**src/rtl/alu_issue_ctrl_if.sv**
```systemverilog
// Request, response and ALU-drive bundle for alu_issue_ctrl.
// The master side is the decode/execute stage together with the ALU.
// The slave side is the issue controller.
interface alu_issue_ctrl_if;
   logic        req_valid;
   logic        req_ready;
   logic [1:0]  req_kind;
   logic [3:0]  req_op;
   logic [1:0]  req_sign;
   logic [2:0]  req_cmp;
   logic [31:0] req_a;
   logic [31:0] req_b;

   logic [3:0]  alu_op;
   logic [1:0]  alu_sign;
   logic [2:0]  alu_cmp;
   logic [31:0] alu_a;
   logic [31:0] alu_b;
   logic [31:0] alu_y;
   logic [31:0] alu_hi;
   logic [31:0] alu_lo;
   logic [3:0]  alu_flags;

   logic        rsp_valid;
   logic        rsp_ready;
   logic [31:0] rsp_data;
   logic [3:0]  rsp_flags;
   logic        rsp_err;

   modport master (
      output req_valid, req_kind, req_op, req_sign, req_cmp, req_a, req_b,
      input  req_ready,
      input  alu_op, alu_sign, alu_cmp, alu_a, alu_b,
      output alu_y, alu_hi, alu_lo, alu_flags,
      input  rsp_valid, rsp_data, rsp_flags, rsp_err,
      output rsp_ready
   );

   modport slave (
      input  req_valid, req_kind, req_op, req_sign, req_cmp, req_a, req_b,
      output req_ready,
      output alu_op, alu_sign, alu_cmp, alu_a, alu_b,
      input  alu_y, alu_hi, alu_lo, alu_flags,
      output rsp_valid, rsp_data, rsp_flags, rsp_err,
      input  rsp_ready
   );
endinterface

```
**src/rtl/alu_issue_ctrl.sv**
```systemverilog
// Issue/collect controller around the combinational ALU.
// Each accepted operation is run to completion before the next is taken.
// The controller also owns the architectural HI/LO pair.
module alu_issue_ctrl #(
   parameter int ALU_LAT    = 1,
   parameter int MULDIV_LAT = 4
) (
   input  logic            clk,
   input  logic            reset,
   alu_issue_ctrl_if.slave bus,
   output logic [31:0]     hi_q,
   output logic [31:0]     lo_q
);

   typedef enum logic [1:0] {IDLE, DRIVE, RESP} state_t;

   localparam logic [1:0] KIND_ALU  = 2'b00;
   localparam logic [1:0] KIND_MFHI = 2'b01;
   localparam logic [1:0] KIND_MFLO = 2'b10;
   localparam logic [3:0] OP_ADD    = 4'b0001;
   localparam logic [3:0] OP_MULT   = 4'b0010;
   localparam logic [3:0] OP_DIV    = 4'b0011;

   state_t      r_state;
   logic [15:0] r_count;
   logic [1:0]  r_kind;
   logic [31:0] r_opA;
   logic [31:0] r_opB;
   logic [3:0]  r_aluOp;
   logic [1:0]  r_aluSign;
   logic [2:0]  r_aluCmp;
   logic [31:0] r_aluA;
   logic [31:0] r_aluB;
   logic        r_rspValid;
   logic [31:0] r_rspData;
   logic [3:0]  r_rspFlags;
   logic        r_rspErr;
   logic [31:0] r_hi;
   logic [31:0] r_lo;

   logic        w_accept;
   logic        w_isMulDiv;

   assign w_accept   = (r_state == IDLE) && bus.req_valid;
   assign w_isMulDiv = (bus.req_op == OP_MULT) || (bus.req_op == OP_DIV);

   assign bus.req_ready = (r_state == IDLE) && !reset;
   assign bus.alu_op    = r_aluOp;
   assign bus.alu_sign  = r_aluSign;
   assign bus.alu_cmp   = r_aluCmp;
   assign bus.alu_a     = r_aluA;
   assign bus.alu_b     = r_aluB;
   assign bus.rsp_valid = r_rspValid;
   assign bus.rsp_data  = r_rspData;
   assign bus.rsp_flags = r_rspFlags;
   assign bus.rsp_err   = r_rspErr;
   assign hi_q          = r_hi;
   assign lo_q          = r_lo;

   // Control FSM: accept a request, let the ALU settle, collect the result and hold the response until it is taken.
   // The settle counter is loaded with the latency and the ALU is sampled once it has counted down to zero, so the
   // registered ALU inputs see a full latency of cycles after their own load edge. MF/MT kinds load zero and pass
   // through DRIVE for one cycle, which gives them their single cycle of response latency.
   always_ff @(posedge clk) begin
      if (reset) begin
         r_state    <= IDLE;
         r_count    <= '0;
         r_kind     <= '0;
         r_opA      <= '0;
         r_opB      <= '0;
         r_aluOp    <= '0;
         r_aluSign  <= '0;
         r_aluCmp   <= '0;
         r_aluA     <= '0;
         r_aluB     <= '0;
         r_rspValid <= 1'b0;
         r_rspData  <= '0;
         r_rspFlags <= '0;
         r_rspErr   <= 1'b0;
         r_hi       <= '0;
         r_lo       <= '0;
      end else begin
         unique case (r_state)
            IDLE: begin
               if (w_accept) begin
                  r_kind  <= bus.req_kind;
                  r_opA   <= bus.req_a;
                  r_opB   <= bus.req_b;
                  r_state <= DRIVE;
                  if (bus.req_kind == KIND_ALU) begin
                     r_aluOp   <= bus.req_op;
                     r_aluSign <= bus.req_sign;
                     r_aluCmp  <= bus.req_cmp;
                     r_aluA    <= bus.req_a;
                     r_aluB    <= bus.req_b;
                     r_count   <= w_isMulDiv ? 16'(MULDIV_LAT) : 16'(ALU_LAT);
                  end else begin
                     r_count <= '0;
                  end
               end
            end
            DRIVE: begin
               if (r_count != 16'd0) begin
                  r_count <= r_count - 16'd1;
               end else begin
                  r_state    <= RESP;
                  r_rspValid <= 1'b1;
                  r_rspData  <= '0;
                  r_rspFlags <= '0;
                  r_rspErr   <= 1'b0;
                  case (r_kind)
                     KIND_ALU: begin
                        if (r_aluOp == OP_MULT) begin
                           r_hi <= bus.alu_hi;
                           r_lo <= bus.alu_lo;
                        end else if (r_aluOp == OP_DIV) begin
                           if (r_aluB != 32'd0) begin
                              r_hi <= bus.alu_hi;
                              r_lo <= bus.alu_lo;
                           end else begin
                              r_rspErr <= 1'b1;
                           end
                        end else if (r_aluOp == OP_ADD) begin
                           r_rspData  <= bus.alu_y;
                           r_rspFlags <= bus.alu_flags;
                        end else begin
                           r_rspData <= bus.alu_y;
                        end
                     end
                     KIND_MFHI: r_rspData <= r_hi;
                     KIND_MFLO: r_rspData <= r_lo;
                     default: begin
                        r_hi <= r_opA;
                        r_lo <= r_opB;
                     end
                  endcase
               end
            end
            RESP: begin
               if (bus.rsp_ready) begin
                  r_rspValid <= 1'b0;
                  r_rspErr   <= 1'b0;
                  r_state    <= IDLE;
               end
            end
            default: r_state <= IDLE;
         endcase
      end
   end

endmodule

```
**src/flat_wrapper.sv**
```systemverilog
// flat-port wrapper written by rule: the top's interface ports become plain ports
module alu_issue_ctrl_flat 
#(
   parameter int ALU_LAT    = 1,
   parameter int MULDIV_LAT = 4
)
  (clk, reset, hi_q, lo_q, bus_req_valid, bus_req_kind, bus_req_op, bus_req_sign, bus_req_cmp, bus_req_a, bus_req_b, bus_req_ready, bus_alu_op, bus_alu_sign, bus_alu_cmp, bus_alu_a, bus_alu_b, bus_alu_y, bus_alu_hi, bus_alu_lo, bus_alu_flags, bus_rsp_valid, bus_rsp_data, bus_rsp_flags, bus_rsp_err, bus_rsp_ready);
  alu_issue_ctrl_if bus_i ();
  input  logic clk;
  input  logic reset;
  output logic [31:0] hi_q;
  output logic [31:0] lo_q;
  input wire logic [$bits(bus_i.req_valid)-1:0] bus_req_valid;
  input wire logic [$bits(bus_i.req_kind)-1:0] bus_req_kind;
  input wire logic [$bits(bus_i.req_op)-1:0] bus_req_op;
  input wire logic [$bits(bus_i.req_sign)-1:0] bus_req_sign;
  input wire logic [$bits(bus_i.req_cmp)-1:0] bus_req_cmp;
  input wire logic [$bits(bus_i.req_a)-1:0] bus_req_a;
  input wire logic [$bits(bus_i.req_b)-1:0] bus_req_b;
  output wire logic [$bits(bus_i.req_ready)-1:0] bus_req_ready;
  output wire logic [$bits(bus_i.alu_op)-1:0] bus_alu_op;
  output wire logic [$bits(bus_i.alu_sign)-1:0] bus_alu_sign;
  output wire logic [$bits(bus_i.alu_cmp)-1:0] bus_alu_cmp;
  output wire logic [$bits(bus_i.alu_a)-1:0] bus_alu_a;
  output wire logic [$bits(bus_i.alu_b)-1:0] bus_alu_b;
  input wire logic [$bits(bus_i.alu_y)-1:0] bus_alu_y;
  input wire logic [$bits(bus_i.alu_hi)-1:0] bus_alu_hi;
  input wire logic [$bits(bus_i.alu_lo)-1:0] bus_alu_lo;
  input wire logic [$bits(bus_i.alu_flags)-1:0] bus_alu_flags;
  output wire logic [$bits(bus_i.rsp_valid)-1:0] bus_rsp_valid;
  output wire logic [$bits(bus_i.rsp_data)-1:0] bus_rsp_data;
  output wire logic [$bits(bus_i.rsp_flags)-1:0] bus_rsp_flags;
  output wire logic [$bits(bus_i.rsp_err)-1:0] bus_rsp_err;
  input wire logic [$bits(bus_i.rsp_ready)-1:0] bus_rsp_ready;
  assign bus_i.req_valid = bus_req_valid;
  assign bus_i.req_kind = bus_req_kind;
  assign bus_i.req_op = bus_req_op;
  assign bus_i.req_sign = bus_req_sign;
  assign bus_i.req_cmp = bus_req_cmp;
  assign bus_i.req_a = bus_req_a;
  assign bus_i.req_b = bus_req_b;
  assign bus_req_ready = bus_i.req_ready;
  assign bus_alu_op = bus_i.alu_op;
  assign bus_alu_sign = bus_i.alu_sign;
  assign bus_alu_cmp = bus_i.alu_cmp;
  assign bus_alu_a = bus_i.alu_a;
  assign bus_alu_b = bus_i.alu_b;
  assign bus_i.alu_y = bus_alu_y;
  assign bus_i.alu_hi = bus_alu_hi;
  assign bus_i.alu_lo = bus_alu_lo;
  assign bus_i.alu_flags = bus_alu_flags;
  assign bus_rsp_valid = bus_i.rsp_valid;
  assign bus_rsp_data = bus_i.rsp_data;
  assign bus_rsp_flags = bus_i.rsp_flags;
  assign bus_rsp_err = bus_i.rsp_err;
  assign bus_i.rsp_ready = bus_rsp_ready;
  alu_issue_ctrl #(.ALU_LAT(ALU_LAT), .MULDIV_LAT(MULDIV_LAT)) u_core (.clk(clk), .reset(reset), .bus(bus_i), .hi_q(hi_q), .lo_q(lo_q));
endmodule
```
**config.mk**
```make
export PLATFORM = sky130hd
export DESIGN_NAME = alu_issue_ctrl_flat
export DESIGN_NICKNAME = d
export VERILOG_FILES = /design/src/rtl/alu_issue_ctrl_if.sv /design/src/rtl/alu_issue_ctrl.sv /design/src/flat_wrapper.sv
export SDC_FILE = /design/constraint.sdc
export NUM_CORES = 1
export LEC_CHECK = 0
export ABC_AREA = 1
export BUFFER_PORTS_ARGS = -buffer_cell sky130_fd_sc_hd__buf_2
export CAP_MARGIN = 20
export CORE_MARGIN = 1
export CORE_UTILIZATION = 45
export CTS_CLUSTER_DIAMETER = 30
export DETAILED_ROUTE_END_ITERATION = 8
export GPL_ROUTABILITY_DRIVEN = 0
export PLACE_DENSITY = 0.83
export SLEW_MARGIN = 20
export SYNTH_ARGS = -nofsm -noshare
export SYNTH_HDL_FRONTEND = slang
export SYNTH_SLANG_ARGS = --single-unit
```
**constraint.sdc**
```tcl
create_clock -name clk -period 2.2 [get_ports clk]
set_input_delay 0.11 -clock clk [delete_from_list [all_inputs] [get_ports clk]]
set_output_delay 0.11 -clock clk [all_outputs]
set_load 0.1 [all_outputs]
```
==> impl_metrics.toml, run 1 <==
[synth]
syn_area_per_cell_um2 = 6.91
seq_area_frac_synth = 0.458
synth_edf_count = 0
synth-simple-area-share = 0.260
ys_types = 27
synth.top_cells.by_area = "dfxtp_1, nand2_1, a21oi_1, o21ai_0, nor2_1"
synth_top_family_by_area = "simple AND/OR/NAND/NOR gates"
synth_commonest_cells = "nand2_1, dfxtp_1, a21oi_1"
synth_area_um2 = 11300
synth_ff_type = "dfxtp_1"
yosysWarnings = 0
yosys.area.top_type = "dfxtp_1"
synthCells = 1638
synth_compound_area_frac = 0.172
synth_xor_xnor_area_share = 0.000774
synth_mux_area_frac = 0.00619
async_reset_ff_frac = 0
synth-adder-area-share = 0.00663
synth-seq-cells = 259
syn_nets = 1823
yosysTopAreaCellShare = 0.458
synth.most_common_cell = "nand2_1"

[die]
start_util = 0.463
die-height_um = 161
fp.dieW_um = 161
ioPinCount = 355
core_um2 = 24500
num_rows = 57
die_area_um2 = 25800

[placement]
dpl.hpwl_mm = 29.5
portBuffers = 354
place_inst = 2232

[global_route]
grt_use_total = 0.351
grt_max_degree = 102
grt_pass1_wl_mm = 71.0
grt_pass1_vias = 13200
grt_antenna_before_repair = 9
grt_overflow = 0

[min_path]
whs_endpoint = "u_core.lo_q[5]"
min_from = "bus_alu_lo[5]"
hold_class = "in2reg"
min_path_cells = 5

[cells_and_area]
syn_to_final_growth_pct = 47.4
n_fill_cell = 1793
drive_above_1_share = 0.232
final-instance-count-excl-fill = 2473
layout.nets = 2288
utilization = 0.682

[clock_tree]
cts_tree = "built"
cts-root-buf = "clkbuf_16"
cts.clk_slew.worst_paths_ns = 0.05
h-tree-depth = 2
clk_latency_ns = 0.56
postCtsSetupRepairBufs = 0
clkSinkCount = 259
clockBufferDepth = 3
numCtsBuffers = 53

[setup_path]
rr_worst_depth = 6
cp.required_ns = 2.64
cp-start-kind = "flip-flop"
rrSetupSlack_ns = 0.06
cp_data_arrival_time_ns = 2.58
crit_path_end_kind = "flip-flop"
crit_type = "reg2reg"
cp_max_fo = 62
timing.rr.start = "u_core.r_kind[0]"
r2r-end = "u_core.hi_q[3]"

[timing]
period_needed_ns = 2.14
holdWs_ns = -0.00240
slew_viol_final = 0
setup_violations = 0
hold_violations = 1
worstMarginPinSlew_ns = 0.782
skew_ns = 0.0245
maxSlewHeadroom = 0.479
post-route-period-util = 0.971
max_freq_mhz = 468

[status]
status = "finished with violations"
failed_checks = "hold timing"

[drt]
finalWirelength_mm = 46.9
drt_iter0_markers = 1757
drtPass1Iterations = 6
vias_per_cell = 5.55
wl_per_cell_um = 19.0
final_antenna_net_count = 0
vias = 13700
remaining_drc_errors = 0

[power]
p_leak_nw = 7.86
finalPower_mw = 24.5
p_per_area_nw_per_um2 = 1470
ir_drop_mv = 0.765

[flow_run]
cap_violations = 0
-- logic make-up after synthesis --
logic type / count (synthesis)
buffers and inverters: 270
AOI/OAI and AO/OA: 386
muxes: 7
and+or+nand+nor: 709
DFF: 259
adders and majority gates: 6
xor gates and xnor gates: 1
-- where the power goes --
group | internal (mW) | switching, mW
clock | 5.95 | 2.64
combinational | 2.21 | 7.59
sequential | 5.59 | 0.561
-- per-stage QoR --
step	setup TNS [ns]	hold WS, ns	instance area, um^2	setup slack [ns]
after floorplan	0	0.249	11300	0.0294
after global placement	0	0.354	13300	0.0131
after detailed placement	-0.0137	0.354	13300	-0.00847
after CTS	0	0.000588	16700	0.113
after global routing	-0.00920	0.0137	16700	-0.00920
final	0	-0.00240	16700	0.0629
-- sequential cells by signal (all words and copies together) (netlist names) --
name / flops
u_core.bus.alu_a: 32
u_core.bus.alu_b: 32
u_core.bus.rsp_data: 32
u_core.hi_q: 32
u_core.lo_q: 32
u_core.r_opA: 32
u_core.r_opB: 32
u_core.r_count: 16
u_core.bus.alu_op: 4
u_core.bus.rsp_flags: 4
u_core.bus.alu_cmp: 3
u_core.bus.alu_sign: 2
u_core.r_kind: 2
u_core.r_state: 2
u_core.bus.rsp_err: 1
u_core.bus.rsp_valid: 1
-- placed cells by master, fill, tap and decap left out, types with 2 or more instances in the layout --
| cell type | n |
|---|---|
| a21oi_1 | 203 |
| buf_6 | 2 |
| clkbuf_16 | 53 |
| nand3_1 | 125 |
| dlygate4sd3_1 | 140 |
| o22ai_1 | 14 |
| dfxtp_1 | 257 |
| nand3_2 | 4 |
| clkinv_2 | 12 |
| ha_1 | 5 |
| nand4_1 | 12 |
| buf_2 | 353 |
| inv_6 | 3 |
| clkinv_4 | 2 |
| inv_1 | 155 |
| o21ai_1 | 6 |
| buf_12 | 7 |
| nand2_1 | 361 |
| clkinvlp_4 | 4 |
| dfxtp_2 | 2 |
| diode_2 | 6 |
| nor2_2 | 4 |
| o21ai_0 | 163 |
| clkbuf_8 | 9 |
| mux2i_1 | 7 |
| nor2_1 | 185 |
| bufinv_16 | 11 |
| buf_4 | 19 |
| nand3b_1 | 5 |
| inv_2 | 2 |
| nor3_1 | 5 |
| nor2_4 | 4 |
-- layer usage --
| layer | GRT usage | up-vias | routed length, um |
|---|---|---|---|
| met5 | 0 | - | 51 |
| met4 | 0.222 | 8 | 3020 |
| met3 | 0.0917 | 266 | 4840 |
| met2 | 0.553 | 961 | 20800 |
| met1 | 0.427 | 6249 | 18200 |
| li1 | - | 6245 | - |
-- repair_timing --
| item | in CTS | in global routing |
|---|---|---|
| hold buffers | 140 | 0 |
| resized for setup | 1 | 2 |
| endpoints found under the setup margin | 15 | 3 |
| hold endpoints to repair | 207 | 0 |
-- worst max-delay path by stage --
stage,from,endpoint,slack (ns),cells past startpoint
3_5_place_dp,u_core.r_kind[0],u_core.hi_q[9],-0.008,8
4_1_cts,u_core.r_kind[0],u_core.hi_q[9],0.11,8
5_1_grt,u_core.r_kind[0],u_core.hi_q[3],-0.009,6
3_3_place_gp,u_core.r_kind[0],u_core.lo_q[24],0.01,8
6_report,u_core.r_kind[0],u_core.hi_q[3],0.06,6
2_1_floorplan,u_core.bus.alu_op[3],u_core.hi_q[13],0.03,9
-- worst max-delay path, stage by stage, from the launching register on --
cell and delay, ns:
dfxtp_1 0.32, inv_1 0.15, ha_4 0.27, buf_4 0.55, o21ai_0 0.38, nor2_1 0.24, nor2_1 0.07
-- layout make-up --
class | count | area, um^2 | share of cell area
Sequential cell | 259 | 5190 | 0.311
Antenna cell | 6 | 15.0 | 0.000900
Inverter | 159 | 599 | 0.0359
Timing Repair Buffer | 521 | 3470 | 0.208
Clock inverter | 32 | 464 | 0.0278
Multi-Input combinational cell | 1109 | 5080 | 0.305
Tap cell | 324 | 405 | 0.0243
Clock buffer | 63 | 1450 | 0.0872
Note: power is estimated with default switching activity, not from simulation.
==> run 2: changes to the inputs <==
--- a/config.mk
+++ b/config.mk
@@ -9,11 +9,12 @@
 export BUFFER_PORTS_ARGS = -buffer_cell sky130_fd_sc_hd__buf_2
 export CAP_MARGIN = 20
 export CORE_MARGIN = 1
-export CORE_UTILIZATION = 45
+export CORE_UTILIZATION = 40
 export CTS_CLUSTER_DIAMETER = 30
 export DETAILED_ROUTE_END_ITERATION = 8
 export GPL_ROUTABILITY_DRIVEN = 0
-export PLACE_DENSITY = 0.83
+export PLACE_DENSITY = 0.76
+export SETUP_SLACK_MARGIN = 0.3
 export SLEW_MARGIN = 20
 export SYNTH_ARGS = -nofsm -noshare
 export SYNTH_HDL_FRONTEND = slang
==> run 2 against run 1 <==
Effect of this change:
- hold slack better by 0.024 ns
- routed wire length is 6.0% higher
- cell count is 4.4% higher
- critical endpoint is now u_core.bus.rsp_data[30]
- maximum frequency is 15% higher
- via count is 2.9% higher
- die area is 12% higher
- total power is 9.2% higher
- count of clock-buffer cells in the layout is 16 higher
- cell area is 6.2% higher
- combinational power is 7% higher
- global-route usage is 2.8 points lower
- the flow now finishes without violations
==> impl_metrics.toml, run 2 (synthesis gave the netlist of run 1 again) <==
[setup_path]
cp.required_ns = 2.70
critPathSlowestCell = "dfxtp_2"
timing.rr.start = "u_core.r_count[0]"
path_depth = 10
crit_type = "reg2reg"
crit_chain = "inv_4, ha_4, nand3_2, nor2_4, nand3_4, buf_12, nor2_4, clkbuf_16, o21ai_0, a21oi_1"
cp_max_fo = 8
cp_data_arrival_time_ns = 2.36
cpPeakStageDelay_ns = 0.33
crit_path_frequent_cell = "nor2_4"
rr_worst_depth = 10
rrSetupSlack_ns = 0.34
r2r-end = "u_core.bus.rsp_data[30]"
cp-start-kind = "flip-flop"
path_buf_inv = 3
crit_path_end_kind = "flip-flop"
critPathTopFamily = "simple AND/OR/NAND/NOR gates"

[global_route]
grt_overflow = 0
grt_max_degree = 102
grt_pass1_wl_mm = 72.0
grt_use_total = 0.323
grt_pass1_vias = 13200
grt_antenna_before_repair = 6

[die]
core_um2 = 27800
start_util = 0.407
num_rows = 61
fp.dieW_um = 170
ioPinCount = 355
die-height_um = 170
die_area_um2 = 29000

[power]
ir_drop_mv = 0.902
p_leak_nw = 8.26
p_per_area_nw_per_um2 = 1510

[clock_tree]
numCtsBuffers = 60
cts.clk_slew.worst_paths_ns = 0.05
clockBufferDepth = 3
cts-root-buf = "clkbuf_16"
h-tree-depth = 2
clk_latency_ns = 0.59
cts_tree = "built"
clkSinkCount = 259

[timing]
rsz0062_at_grt = "yes"
setup_violations = 0
period_needed_ns = 1.86
post-route-period-util = 0.845
maxSlewHeadroom = 0.489
hold_violations = 0
finalSetupTns_ns = 0
worstMarginPinSlew_ns = 0.766
skew_ns = 0.0243
holdWs_ns = 0.0216
max_freq_mhz = 538
slew_viol_final = 0

[min_path]
min_from = "bus_alu_hi[25]"
hold_class = "in2reg"
whs_endpoint = "u_core.hi_q[25]"
min_path_cells = 5

[cells_and_area]
drive_above_1_share = 0.260
syn_to_final_growth_pct = 56.6
finalInstanceArea_um2 = 17700
final_cell_mix = "nand2_1, buf_2, dfxtp_1"
utilization = 0.638
final_common_cell = "nand2_1"
final-instance-count-excl-fill = 2583
layout.nets = 2335
n_fill_cell = 2277

[drt]
vias_per_cell = 5.47
remaining_drc_errors = 0
vias = 14100
finalWirelength_mm = 49.7
wl_per_cell_um = 19.3
drt_iter0_markers = 1923
final_antenna_net_count = 0
drtPass1Iterations = 9

[status]
status = "complete, no violations"

[placement]
place_inst = 2287
portBuffers = 354
dpl.hpwl_mm = 30.3
dpl_cell_area_um2 = 13500

[flow_run]
cap_violations = 0
[run 2: cell count changes in the layout (fill, tap and decap cells not counted), sizes merged]
cell	before	now
clkbuf	63	83
clkinvlp	4	8
clkinv	15	10
buf	381	390
diode	6	3
inv	161	160
dlygate4sd3	140	167
bufinv	11	16
[run 2: worst reg2reg max path, delay by kind of cell, from the launching register on]
| kind | cells | cell delay [ns] |
|---|---|---|
| AND/OR/NAND/NOR | 4 | 0.63 |
| buffers and inverters | 3 | 0.45 |
| flip-flops | 1 | 0.33 |
| AO/OA/AOI/OAI | 2 | 0.23 |
| adder cells (fa/ha/maj) | 1 | 0.14 |
[run 2: where the power goes]
part	internal, mW	switching [mW]
clock	7.20	2.97
sequential	5.60	0.557
combinational	2.61	7.86
[run 2: stage by stage]
| stage | setup WS, ns | power (mW) |
|---|---|---|
| after detailed placement | 0.129 | 15.5 |
| after global placement | 0.150 | 15.3 |
| final | 0.340 | 26.8 |
| after global routing | 0.229 | 27.7 |
| after CTS | 0.304 | 26.0 |
| after floorplan | 0.322 | 13.4 |
[run 2: routing by layer]
layer | up-vias | routed length [um] | GRT usage
li1 | 6352 | - | -
met5 | - | 28 | 0
met4 | 4 | 3050 | 0.187
met1 | 6397 | 19200 | 0.400
met2 | 1102 | 22300 | 0.509
met3 | 271 | 5250 | 0.0830
[run 2: final cells by class]
type | instances | area [um^2] | area share
sequential | 259 | 5230 | 0.295
multi-input combinational | 1109 | 5150 | 0.291
timing repair buffer | 561 | 3940 | 0.223
clock buffer | 79 | 1670 | 0.0944
clock inverter | 35 | 634 | 0.0358
inverter | 159 | 606 | 0.0342
tap | 378 | 473 | 0.0267
antenna | 3 | 7.51 | 0.000424
[run 2: worst max-delay path by stage]
| stage | start | end |
|---|---|---|
| after floorplan | reset | bus_req_ready |
| after global placement | u_core.r_kind[0] | u_core.lo_q[24] |
| after detailed placement | u_core.r_kind[0] | u_core.lo_q[29] |
| after CTS | u_core.r_kind[0] | u_core.hi_q[25] |
| after global routing | u_core.r_kind[1] | u_core.lo_q[17] |
| final | u_core.r_count[0] | u_core.bus.rsp_data[30] |
[run 2: timing repair]
item / 4_1_cts / 5_1_grt
setup endpoints to repair: 99 / 107
endpoints found under the hold margin: 234 / 1
buffers inserted: 1 / 6
hold buffers: 166 / 1
pin swaps: 1 / 11
gates cloned: 1 / 4
resized for setup: 11 / 27
